**config.mk**
```make
export PLATFORM = sky130hd
export DESIGN_NAME = dm_cache_line_fill_axi
export DESIGN_NICKNAME = d
export VERILOG_FILES = /design/src/rtl/dm_cache_line_fill_axi.sv
export SDC_FILE = /design/constraint.sdc
export NUM_CORES = 1
export LEC_CHECK = 0
export CORE_UTILIZATION = 35
export DETAILED_ROUTE_END_ITERATION = 7
export PLACE_DENSITY = 0.81
export SYNTH_ARGS = -nofsm -noshare
export SYNTH_HDL_FRONTEND = slang
export SYNTH_SLANG_ARGS = --single-unit
```
**constraint.sdc**
```tcl
create_clock -name clk -period 1.7 [get_ports clk]
set_input_delay 0.17 -clock clk [delete_from_list [all_inputs] [get_ports clk]]
set_output_delay 0.17 -clock clk [all_outputs]
set_load 0.02 [all_outputs]
```
**src/rtl/dm_cache_line_fill_axi.sv**
```systemverilog
// dm_cache_line_fill_axi
// AXI4 read-burst line-fill engine sitting between the direct-mapped cache
// controller and an AXI memory slave. A miss address is turned into a single
// line-aligned INCR burst; every returned beat is forwarded to the cache with
// its word index, and the fill ends with a done pulse that carries a sticky
// error flag (bad RRESP or RLAST in the wrong place).

module dm_cache_line_fill_axi #(
    parameter int ADDR_WIDTH = 32,
    parameter int DATA_WIDTH = 32,
    parameter int LINE_WORDS = 4,
    parameter int AXI_ID     = 0
) (
    input  logic                          clk,
    input  logic                          rst_n,

    // Cache controller side
    input  logic                          fill_req,
    input  logic [ADDR_WIDTH-1:0]         fill_addr,
    output logic                          fill_ready,
    output logic                          fill_word_valid,
    output logic [$clog2(LINE_WORDS)-1:0] fill_word_idx,
    output logic [DATA_WIDTH-1:0]         fill_word_data,
    output logic                          fill_done,
    output logic                          fill_err,

    // AXI4 read address channel
    output logic [3:0]                    m_axi_arid,
    output logic [ADDR_WIDTH-1:0]         m_axi_araddr,
    output logic [7:0]                    m_axi_arlen,
    output logic [2:0]                    m_axi_arsize,
    output logic [1:0]                    m_axi_arburst,
    output logic                          m_axi_arvalid,
    input  logic                          m_axi_arready,

    // AXI4 read data channel
    input  logic [DATA_WIDTH-1:0]         m_axi_rdata,
    input  logic [1:0]                    m_axi_rresp,
    input  logic                          m_axi_rlast,
    input  logic                          m_axi_rvalid,
    output logic                          m_axi_rready
);

    localparam int IDX_W      = $clog2(LINE_WORDS);
    localparam int LINE_BYTES = LINE_WORDS * DATA_WIDTH / 8;
    localparam int OFF_W      = $clog2(LINE_BYTES);

    // Clears the byte-offset-within-line bits so the burst starts on the line
    localparam logic [ADDR_WIDTH-1:0] LINE_MASK =
        ~((ADDR_WIDTH'(1) << OFF_W) - ADDR_WIDTH'(1));

    localparam logic [IDX_W-1:0] LAST_BEAT = IDX_W'(LINE_WORDS - 1);

    typedef enum logic [1:0] {
        IDLE,
        ADDR,
        DATA,
        DONE
    } state_t;

    state_t           state;
    logic [IDX_W-1:0] beat_cnt;
    logic             err_sticky;

    logic             beat_hs;
    logic             beat_is_last;
    logic             beat_bad;

    // The burst shape never changes: whole line, one word per beat, INCR
    assign m_axi_arid    = 4'(AXI_ID);
    assign m_axi_arlen   = 8'(LINE_WORDS - 1);
    assign m_axi_arsize  = 3'($clog2(DATA_WIDTH / 8));
    assign m_axi_arburst = 2'b01;

    // Per-beat decode: the beat counter decides which beat is last, RLAST must agree with it
    always_comb begin
        beat_hs      = m_axi_rvalid && m_axi_rready;
        beat_is_last = (beat_cnt == LAST_BEAT);
        beat_bad     = (m_axi_rresp != 2'b00) || (m_axi_rlast != beat_is_last);
    end

    // Fill sequencer: accept a miss, issue the AR request, stream the beats, then report done
    always_ff @(posedge clk or negedge rst_n) begin
        if (!rst_n) begin
            state           <= IDLE;
            fill_ready      <= 1'b1;
            fill_word_valid <= 1'b0;
            fill_word_idx   <= '0;
            fill_word_data  <= '0;
            fill_done       <= 1'b0;
            fill_err        <= 1'b0;
            m_axi_araddr    <= '0;
            m_axi_arvalid   <= 1'b0;
            m_axi_rready    <= 1'b0;
            beat_cnt        <= '0;
            err_sticky      <= 1'b0;
        end else begin
            fill_word_valid <= 1'b0;
            fill_done       <= 1'b0;
            fill_err        <= 1'b0;

            case (state)
                IDLE: begin
                    if (fill_req && fill_ready) begin
                        state         <= ADDR;
                        fill_ready    <= 1'b0;
                        m_axi_araddr  <= fill_addr & LINE_MASK;
                        m_axi_arvalid <= 1'b1;
                        beat_cnt      <= '0;
                        err_sticky    <= 1'b0;
                    end
                end

                ADDR: begin
                    if (m_axi_arvalid && m_axi_arready) begin
                        state         <= DATA;
                        m_axi_arvalid <= 1'b0;
                        m_axi_rready  <= 1'b1;
                    end
                end

                DATA: begin
                    if (beat_hs) begin
                        fill_word_valid <= 1'b1;
                        fill_word_idx   <= beat_cnt;
                        fill_word_data  <= m_axi_rdata;
                        beat_cnt        <= beat_cnt + 1'b1;
                        err_sticky      <= err_sticky | beat_bad;
                        if (beat_is_last) begin
                            state        <= DONE;
                            m_axi_rready <= 1'b0;
                            fill_done    <= 1'b1;
                            fill_err     <= err_sticky | beat_bad;
                        end
                    end
                end

                DONE: begin
                    state      <= IDLE;
                    fill_ready <= 1'b1;
                end

                default: begin
                    state         <= IDLE;
                    fill_ready    <= 1'b1;
                    m_axi_arvalid <= 1'b0;
                    m_axi_rready  <= 1'b0;
                end
            endcase
        end
    end

endmodule
```
Word-level counts from Yosys, hierarchy flattened
Cells that the tools add are included.
{"block": "word_totals", "register_bits": 73, "in_bits": 72, "output_inout_bits": 89, "word_cells": 67}
{"block": "op_classes", "reduce_logical": 17, "muxes": 27, "n_addsub": 1, "n_eq_ne": 9, "n_bitwise": 1}
{"operator": "two-way mux 1 bit", "count": 15}
{"operator": "two-way mux 2 bit", "count": 6}
{"operator": "nonzero test 2 bit", "count": 5}
{"operator": "!= test 2 bit (second input constant)", "count": 4}
{"operator": "case mux 1 bit (2 select lines)", "count": 4}
{"operator": "case mux 2 bit (4 select lines)", "count": 1}
{"operator": "AND reduction 4 bit", "count": 2}
{"operator": "equality test 2 bit (second input constant)", "count": 3}
{"operator": "AND reduction 2 bit", "count": 3}
{"operator": "AND reduction 3 bit", "count": 2}
{"operator": "case mux 2 bit (2 select lines)", "count": 1}
{"operator": "logical AND 1 bit", "count": 3}
{"operator": "adder 2 x 1 -> 2 bit (second input constant)", "count": 1}
{"operator": "equality test 2 x 1 -> 1 bit (second input constant)", "count": 1}
{"operator": "zero test 2 bit", "count": 1}
{"operator": "logical OR 1 bit", "count": 1}
{"operator": "!= test 1 bit", "count": 1}
{"operator": "bitwise OR 1 bit", "count": 1}

Longest topological paths before layout
{"block": "depth", "depth_word": 7, "ltp_mapped": 7, "mapped_depth_nobuf": 6}

Worst setup path before layout
Ideal clock, no wire load.
{"block": "synth_timing", "kind": "register to register", "startpoint": "register state[0]", "endpoint": "register state[1]", "t_required_ns": 1.575, "stages_incl_launch_ff": 6, "path_slack_ns": 0.024, "setup_ns": 0.125, "period_less_slack_ns": 1.676, "arrival_time_ns": 1.551, "n_path_buf": 0, "path_cell_list": "dfrtp_1 inv_1 ha_1 a21boi_2 a221o_1 mux2_4"}
{"block": "synth_between", "elab_chain_cells": 3, "word_cells_on_any_way": 10, "cone_classes": "7 x eq/ne; 1 x mux; 2 x reduce/logical"}
{"element": "start, declared", "line": "61", "rtl": "state_t state;"}
{"element": "start signal, assigned", "line": "85", "rtl": "state <= IDLE;"}
{"element": "start signal, assigned", "line": "105", "rtl": "state <= ADDR;"}
{"element": "start signal, assigned", "line": "116", "rtl": "state <= DATA;"}
{"element": "equality test 2 bit, or another cell as far along", "line": "102", "rtl": "case (state)"}
{"element": "!= test 2 bit (no line)"}
{"element": "AND reduction 4 bit (no line)"}
Several ways; a longest one is shown, not always the timed one.
A chain may end at the register's enable or synchronous reset.

Worst setup path in the final report
{"block": "layout_timing", "startpoint": "register state[1]", "endpoint": "register m_axi_araddr[16]"}
{"block": "layout_between", "elab_chain_cells": 2}
{"element": "zero test 2 bit", "line": "102"}
{"element": "AND reduction 2 bit (no line)"}
{"element": "end signal, assigned", "line": "107", "rtl": "m_axi_araddr <= fill_addr & LINE_MASK;"}
{"element": "end, declared", "line": "29", "rtl": "output logic [ADDR_WIDTH-1:0] m_axi_araddr,"}
Every way passes these cells.

==> impl_metrics.csv <==
group,metric,value,unit
logic_synthesis,yosysMostFrequentCell,"nand2_1",
logic_synthesis,synth_top_area_cell,"dfrtp_1",
place,place.port_buffers,135,
logic_synthesis,synthCells,281,
logic_synthesis,synth-seq-cells,73,
clocking,clock_latency,0.33,ns
detailed_routing,first_pass_iters,4,
setup_path,cpMaxStageDelayCell,"dfrtp_1",
logic_synthesis,ys_async_sr_fraction,1.00,
setup_path,reg2reg_to,"m_axi_araddr[16]$_DFFE_PN0P_",
cells_and_area,final_layout_size_suffix_gt1_frac,0.0974,
logic_synthesis,synth.top_cells.by_count,"nand2_1, dfrtp_1, buf_4, mux2_1, mux2_2",
detailed_routing,drtIter0Drc,45,
setup_path,cp_num_buf_inv,3,
cells_and_area,fin_nets,504,
power,ir_drop,872,µV
setup_path,r2r-start,"state[1]$_DFFE_PN0P_",
logic_synthesis,synth_edf_count,0,
setup_path,cp-end-kind,"flip-flop",
setup_path,startpoint_type,"flip-flop",
detailed_routing,ant_nets,0,
cells_and_area,area_growth_syn_to_layout,54.4,%
detailed_routing,drt_wl_total,7090,µm
power,power.density,1810,nW/µm²
floorplan,ios,161,
place,routabilityCongestion,0.786,
timing,layout_setup_ws,0.105,ns
logic_synthesis,netlist_area,3080,µm²
run,maxCapViolCount,0,
setup_path,worst-path-max-fanout,26,
logic_synthesis,yosysUniqueCellTypes,32,
floorplan,coreArea,8340,µm²
setup_path,worstPathRequired,1.90,ns
setup_path,cp-endpoint,"m_axi_araddr[16]$_DFFE_PN0P_",
place,placed_area,4520,µm²
clocking,numCtsBuffers,9,
setup_path,reg2reg_depth,6,
clocking,cts_root_buffer,"clkbuf_8",
setup_path,cp_slowest_stage_delay,0.39,ns
floorplan,fp.dieW,95.7,µm
detailed_routing,wl_per_cell,13.2,µm
timing,fin_worst_skew,0.0127,ns
timing,fin_crit,1.59,ns
logic_synthesis,synth-seq-area-share,0.594,
place,place_hpwl,5330,µm
detailed_routing,vias_per_cell,4.46,
logic_synthesis,synth.avg_cell_area,10.9,µm²
detailed_routing,via_count,2393,
logic_synthesis,synthDominantCellAreaShare,0.586,
hold_path,hold_class,"primary input to asynchronous set/reset pin",
floorplan,row_count,33,
place,dp_slack,0.0326,ns
logic_synthesis,yosys_warnings,0,
setup_path,crit_family,"buffers and inverters",
clocking,cts_tree,"done",
timing,max_clock_freq,627,MHz
timing,fin_crit_sh,0.938,
setup_path,crit_cells,6,
timing,hold_slack,0.260,ns
cells_and_area,diodes,0,
global_route,first_global_vias,2334,
clocking,clk_path_buf_depth,2,
cells_and_area,finalNonFillerCells,536,
global_route,grt-ovfl-total,0,
clocking,htreeDepth,3,
clocking,postCtsSetupBuffers,0,
cells_and_area,fin_area,4750,µm²
clocking,clkSinkCount,73,
floorplan,chipHeight,95.7,µm
setup_path,crit_type,"flip-flop to flip-flop",
clocking,clkTransAtPathRegs,0.08,ns
logic_synthesis,ys_top_cells_by_area,"dfrtp_1, nand2_1, mux2_1",
setup_path,arrival,1.79,ns
status,status,"finished clean",
setup_path,worstPathCellList,"inv_1 > ha_4 > buf_4 > nand3_4 > buf_12 > mux2_1",
setup_path,r2r_slack,0.11,ns
setup_path,crit_start,"state[1]$_DFFE_PN0P_",
global_route,grt_usage,0.161,
timing,fin_tns_setup,0,ns
global_route,grt_max_degree,38,
timing,finalSetupViolCount,0,
power,total_leakage_power,0.00221,µW
floorplan,dieArea,9170,µm²
timing,grt_setup_unrepaired,"false",
global_route,grt_pass1_wl,11200,µm
logic_synthesis,synthFlopType,"dfrtp_1",
timing,hold_violations,0,
floorplan,start_util,0.369,
place,placed_cells,519,
detailed_routing,drc_errors,0,
timing,drv_slew,0,
global_route,antenna_found_initial,0,
-- power by group --
part | total, µW | switching [µW] | internal, µW | leakage [µW]
Combinational | 4260 | 2140 | 2120 | 0.00121
Sequential | 2990 | 440 | 2550 | 0.000897
Clock | 1380 | 616 | 759 | 0.000103
-- kinds of logic after synthesis --
family                   after synthesis  synth area share
AO/OA/AOI/OAI                         18            0.0415
XOR/XNOR                               1           0.00285
adder cells (fa/ha/maj)                6            0.0244
buffers and inverters                 38            0.0797
flip-flops                            73             0.594
multiplexers                          29             0.107
other                                  2           0.00244
AND/OR/NAND/NOR                      114             0.147
-- how the worst min path moves through the flow --
stage / from / to / depth (start not counted)
2_1_floorplan: rst_n / beat_cnt[0]$_DFFE_PN0P_ / 0
3_3_place_gp: rst_n / m_axi_araddr[6]$_DFFE_PN0P_ / 1
3_5_place_dp: rst_n / m_axi_araddr[6]$_DFFE_PN0P_ / 1
4_1_cts: rst_n / m_axi_araddr[6]$_DFFE_PN0P_ / 2
5_1_grt: rst_n / m_axi_araddr[6]$_DFFE_PN0P_ / 2
6_report: rst_n / m_axi_araddr[6]$_DFFE_PN0P_ / 2
-- through the flow --
step / total power (µW) / util
4_1_cts: 8710 / 0.568
3_5_place_dp: 7310 / 0.542
6_report: 8620 / 0.569
3_3_place_gp: 7160 / 0.542
2_1_floorplan: 5230 / -
5_1_grt: 9210 / 0.569
-- layout make-up --
type                       count  area, µm²
tap                          105        131
timing repair buffer         145       1460
sequential                    73       1830
clock inverter                 4       51.3
clock buffer                  12        155
fill                         712       3590
inverter                       8       30.0
multi-input combinational    189       1090
-- what timing repair did --
| item | CTS | global route |
|---|---|---|
| gates cloned | 0 | 0 |
| gates resized for setup | 1 | 3 |
| endpoints found under the hold margin | 18 | 0 |
| setup endpoints to repair | 1 | 29 |
| hold buffers | 1 | 0 |
-- layer usage --
metal  global-route usage  vias to the layer above  wire length [µm]
li1                     -                     1156                 -
met1                0.182                     1120              2730
met2                0.283                      103              3600
met3               0.0553                       14               651
met4               0.0510                        0               113
met5                    0                        -                 0
-- state kept, by name (all words and copies together), names as in the netlist --
| name | cells |
|---|---|
| fill_err | 1 |
| fill_ready | 1 |
| fill_word_valid | 1 |
| fill_word_idx | 2 |
| m_axi_arvalid | 1 |
| m_axi_araddr | 28 |
| err_sticky | 1 |
| fill_word_data | 32 |
| fill_done | 1 |
| beat_cnt | 2 |
| m_axi_rready | 1 |
| state | 2 |
-- cells in the final DEF, fill, tap and decap left out, types with 3 or more instances in the layout --
cell,netlist,final
a21oi_1,4,4
a31oi_1,4,4
buf_12,0,3
buf_4,21,7
clkbuf_8,0,11
clkdlybuf4s50_1,0,133
conb_1,2,21
dfrtp_1,72,72
ha_1,6,5
inv_1,7,6
mux2_1,20,20
mux2_2,8,8
nand2_1,104,104
nand3_1,4,3
(Power assumes the default switching activity.)
